## src/rtl/bp_fe_bht_update_queue.sv

```systemverilog
// bp_fe_bht_update_queue
// Buffers branch-resolution updates from the backend and drains them, in
// strict FIFO order, into the BHT write port. Writes yield to BHT reads,
// but a full queue or max_defer_p consecutive deferred cycles force a drain.
//
// Ports:
//   clk_i, reset_n_i                 clock, async active-low reset
//   update_v_i / update_ready_o      backend update handshake
//   update_idx_i, update_correct_i,
//   update_taken_i                   update payload
//   r_v_i                            BHT read active this cycle
//   flush_i                          discard all pending updates
//   w_v_o, idx_w_o, correct_o,
//   pred_taken_o                     BHT write port (always accepted)
//   pending_o                        queue non-empty
//
// Optional feature: define BP_FE_BHT_UPDQ_BYPASS_EN to let an update that
// arrives on an empty queue with no read in progress write the BHT in the
// same cycle without being stored.
module bp_fe_bht_update_queue #(
    parameter int unsigned bht_idx_width_p = 9,
    parameter int unsigned els_p           = 4,
    parameter int unsigned max_defer_p     = 3
) (
    input  logic                       clk_i,
    input  logic                       reset_n_i,
    input  logic                       update_v_i,
    output logic                       update_ready_o,
    input  logic [bht_idx_width_p-1:0] update_idx_i,
    input  logic                       update_correct_i,
    input  logic                       update_taken_i,
    input  logic                       r_v_i,
    input  logic                       flush_i,
    output logic                       w_v_o,
    output logic [bht_idx_width_p-1:0] idx_w_o,
    output logic                       correct_o,
    output logic                       pred_taken_o,
    output logic                       pending_o
);

    localparam int unsigned PTR_W   = $clog2(els_p);
    localparam int unsigned CNT_W   = PTR_W + 1;
    localparam int unsigned DEFER_W = $clog2(max_defer_p + 1);

    typedef struct packed {
        logic [bht_idx_width_p-1:0] idx;
        logic                       correct;
        logic                       taken;
    } entry_t;

    entry_t             mem_q [els_p];
    entry_t             mem_d [els_p];
    logic [PTR_W-1:0]   wr_ptr_q, wr_ptr_d;
    logic [PTR_W-1:0]   rd_ptr_q, rd_ptr_d;
    logic [CNT_W-1:0]   count_q, count_d;
    logic [DEFER_W-1:0] defer_q, defer_d;

    logic   empty, full, force_drain, ready, bypass, enq, deq;
    entry_t head, incoming;

    // Queue status and handshake; ready is held low while in reset.
    always_comb begin
        empty       = (count_q == '0);
        full        = (count_q == CNT_W'(els_p));
        force_drain = full | (defer_q == DEFER_W'(max_defer_p));
        ready       = reset_n_i & ~full & ~flush_i;
        incoming    = '{idx: update_idx_i, correct: update_correct_i, taken: update_taken_i};
        head        = mem_q[rd_ptr_q];
`ifdef BP_FE_BHT_UPDQ_BYPASS_EN
        bypass      = reset_n_i & empty & update_v_i & ~r_v_i & ~flush_i;
`else
        bypass      = 1'b0;
`endif
        deq         = ~empty & ~flush_i & (~r_v_i | force_drain);
        enq         = update_v_i & ready & ~bypass;
    end

    // BHT write port: head entry on a drain, the live update on a bypass, else zero.
    always_comb begin
        w_v_o        = deq | bypass;
        idx_w_o      = '0;
        correct_o    = 1'b0;
        pred_taken_o = 1'b0;
        if (deq) begin
            idx_w_o      = head.idx;
            correct_o    = head.correct;
            pred_taken_o = head.taken;
        end else if (bypass) begin
            idx_w_o      = incoming.idx;
            correct_o    = incoming.correct;
            pred_taken_o = incoming.taken;
        end
        update_ready_o = ready;
        pending_o      = ~empty;
    end

    // Next-state: pointers, occupancy, storage and the starvation counter.
    always_comb begin
        mem_d    = mem_q;
        wr_ptr_d = wr_ptr_q;
        rd_ptr_d = rd_ptr_q;
        count_d  = count_q;
        defer_d  = defer_q;
        if (flush_i) begin
            wr_ptr_d = '0;
            rd_ptr_d = '0;
            count_d  = '0;
            defer_d  = '0;
        end else begin
            if (enq) begin
                mem_d[wr_ptr_q] = incoming;
                wr_ptr_d        = wr_ptr_q + PTR_W'(1);
            end
            if (deq) begin
                rd_ptr_d = rd_ptr_q + PTR_W'(1);
            end
            count_d = count_q + CNT_W'(enq) - CNT_W'(deq);
            // Count only cycles where a read actually held off a pending write.
            if (empty || deq) begin
                defer_d = '0;
            end else if (r_v_i && (defer_q != DEFER_W'(max_defer_p))) begin
                defer_d = defer_q + DEFER_W'(1);
            end
        end
    end

    always_ff @(posedge clk_i or negedge reset_n_i) begin
        if (!reset_n_i) begin
            wr_ptr_q <= '0;
            rd_ptr_q <= '0;
            count_q  <= '0;
            defer_q  <= '0;
            for (int i = 0; i < int'(els_p); i++) begin
                mem_q[i] <= '0;
            end
        end else begin
            wr_ptr_q <= wr_ptr_d;
            rd_ptr_q <= rd_ptr_d;
            count_q  <= count_d;
            defer_q  <= defer_d;
            for (int i = 0; i < int'(els_p); i++) begin
                mem_q[i] <= mem_d[i];
            end
        end
    end

endmodule

```

## config.mk

```make
export PLATFORM = sky130hd
export DESIGN_NAME = bp_fe_bht_update_queue
export DESIGN_NICKNAME = d
export VERILOG_FILES = /design/src/rtl/bp_fe_bht_update_queue.sv
export SDC_FILE = /design/constraint.sdc
export NUM_CORES = 1
export LEC_CHECK = 0
export BUFFER_PORTS_ARGS = -buffer_cell sky130_fd_sc_hd__buf_2
export CORE_MARGIN = 2
export CORE_UTILIZATION = 55
export CTS_CLUSTER_DIAMETER = 200
export DETAILED_ROUTE_END_ITERATION = 6
export PLACE_DENSITY = 0.76
export SLEW_MARGIN = 20
export SYNTH_ARGS = -nofsm -noshare
export SYNTH_HDL_FRONTEND = slang
export SYNTH_SLANG_ARGS = --single-unit
```

## constraint.sdc

```tcl
create_clock -name clk_i -period 2.95 [get_ports clk_i]
set_input_delay 0.4425 -clock clk_i [delete_from_list [all_inputs] [get_ports clk_i]]
set_output_delay 0.4425 -clock clk_i [all_outputs]
set_load 0.05 [all_outputs]
```

==> results_dict.tcl <==
set metrics [dict create \
    die_w_um 74.6 \
    arrival_ns 2.77 \
    n_antenna_cell 0 \
    hp-class "in -> async" \
    cts_tree "built" \
    globalplace.congestion 0.816 \
    clk_pin_slew_worst_paths_ns 0.09 \
    finalSetupViolCount 0 \
    dpl.cell_count 260 \
    finalNonFillerCells 267 \
    relSlewSlack_pct 56.2 \
    insertion_delay_ns 0.30 \
    wire_per_inst_um 18.9 \
    worst_clock_skew_ns 0.00677 \
    grt_pass1_vias 1682 \
    hpwl_um 3550 \
    report.final.slew_viol_count 0 \
    die_y_um 74.6 \
    leakagePower_nw 1.42 \
    cts_made_buffers 5 \
    viasPerCell 5.37 \
    syn-num-nets 193 \
    synthToLayoutAreaGrowth_pct 9.95 \
    final.min_clock_period_ns 2.59 \
    synth_top_cell_by_area "dfrtp_1" \
    synth_ff_type "dfrtp_1" \
    crit_fanout 4 \
    end_kind "register" \
    wl_um 5050 \
    port-buffer-count 29 \
    overflow 0 \
    synth.area.top_cells "dfrtp_1 (48%), mux2_4 (22%), mux4_2 (9.0%), ha_1 (3.2%), buf_12 (2.9%)" \
    synth_cell_types 27 \
    cts_resized 0 \
    htreeDepth 2 \
    dr.first_iter.drc_count 41 \
    ys_ff_latch 53 \
    ctsHoldBuffers 0 \
    critPathLaunchType "register" \
    post-route-period-util_pct 87.8 \
    first_pass_iters 4 \
    vias 1434 \
    root_buffer "clkbuf_8" \
    grt_pass1_wl_um 8360 \
    fin_nets 224 \
    globalRouteTotalUtil_pct 20.7 \
    report.final.hold_viol_count 0 \
    clk_path_buf_depth 2 \
    avgSynthCellArea_um2 16.2 \
    cts.sinks 53 \
    post-synth-top-count-cell "dfrtp_1" \
    dieArea_um2 5570 \
    async_flop_share_pct 100 \
    status "finished clean" \
    tightest_slew_ns 0.657 \
    drive_above_1_share_pct 53.0 \
    io-pin-count 30 \
    synth_commonest_cells "dfrtp_1 (53), mux2_4 (40), nor2b_1 (12)" \
    peakVddDrop_mv 0.600 \
    antenna_found_initial 0 \
    cp.required_ns 3.13 \
    start_util_pct 57.7 \
    ys_seq_area_share_pct 48.4 \
    grt_max_degree 54 \
    synth_cells 169 \
    synth_edf_count 0 \
    drc 0 \
    power.density_nw_per_um2 939 \
    path_class "reg -> reg" \
    yosys_warnings 0 \
    post_cts_buffers 0 \
    core_area_um2 4750 \
    cap_violations 0 \
    rsz0062_at_grt "no" \
    ant_nets 0 \
    synth_area_um2 2740 \
    num_rows 25 \
    setup_tns_ns 0 \
    netlist.area_leader.share_pct 48.4 \
    max_clock_freq_ghz 0.386 \
]
==> final cells by class <==
cell class / count / area (um2)
flip-flops and latches: 53 / 1330
clock inverters: 2 / 35.0
fillers: 372 / 1740
well taps: 67 / 83.8
multi-input cells: 103 / 1310
clock buffers: 5 / 68.8
repair buffers: 32 / 168
inverters: 5 / 22.5
==> where the power goes <==
group	internal [mW]	total [mW]	switching, mW
logic	0.632	1.23	0.596
registers	0.955	1.14	0.184
clock network	0.247	0.465	0.218
total	1.83	2.83	0.999
==> worst paths after layout <==
| check | from | end | slack [ns] | cells past startpoint |
|---|---|---|---|---|
| setup / recovery | count_q[1] | count_q[2] | 0.36 | 12 |
| hold / removal | reset_n_i | mem_q[40] | 0.32 | 2 |
| setup reg to reg | count_q[1] | count_q[2] | 0.36 | 12 |
| hold reg to reg | defer_q[0] | defer_q[0] | 0.45 | 1 |
| max in group asynchronous | reset_n_i | mem_q[5] | 2.20 | 2 |
| min in group clk_i | update_idx_i[3] | mem_q[16] | 0.42 | 2 |
==> cell families (layout without fill, tap and decap cells) <==
kind of cell / count (synthesis) / after routing / share of synthesized area (%)
AOI/OAI and AO/OA: 3 / 3 / 1.05
xor gates and xnor gates: 4 / 4 / 1.28
adders and majority gates: 8 / 8 / 3.92
buffers and inverters: 13 / 44 / 4.43
DFF: 53 / 53 / 48.4
muxes: 57 / 57 / 33.3
and+or+nand+nor: 31 / 31 / 7.62
==> metal layers <==
metal | up-vias | share of wire, % | track usage [%]
met2 | 28 | 55 | 37.2
met4 | 0 | 1.1 | 6.15
li1 | 652 | - | -
met1 | 748 | 41 | 24.9
met5 | - | 0 | 0
met3 | 6 | 2.7 | 4.69
==> critical path, cell delays in order (launching register included) <==
cell and delay (ns):
dfrtp_1 0.47, or3_4 0.43, o21ai_2 0.09, or2_1 0.19, clkinvlp_4 0.12, ha_4 0.21, inv_1 0.05, ha_1 0.12
inv_1 0.05, fa_1 0.37, xor2_1 0.16, xnor2_1 0.18, nor2_1 0.06
==> cell usage in the layout, fill, tap and decap left out, types with 3 or more instances in the layout <==
cell      instances
nand2b_1          3
xor2_1            3
and3_4            4
ha_1              6
mux2_2            5
buf_4             3
mux2_4           40
nor2_1            5
inv_1             4
clkbuf_8          5
nor2b_1          12
dfrtp_1          53
buf_2            29
mux4_2           11
==> registers in the layout, summed over array words and instances (netlist names) <==
| signal | count |
|---|---|
| mem_q | 44 |
| rd_ptr_q | 2 |
| defer_q | 2 |
| wr_ptr_q | 2 |
| count_q | 3 |
==> metrics by stage <==
stage               area (um2)  power (mW)  utilization, %  setup WS (ns)  hold slack (ns)
detailed placement        2910        2.39            61.2          0.363            0.449
floorplan                 2760        2.12               -        0.00317            0.147
finish                    3020        2.83            63.4          0.359            0.316
CTS                       3020        2.86            63.4          0.343            0.334
global placement          2910        2.31            61.2          0.478            0.431
global route              3020        3.00            63.4          0.126            0.368
Power figures use the tool's default switching activity.
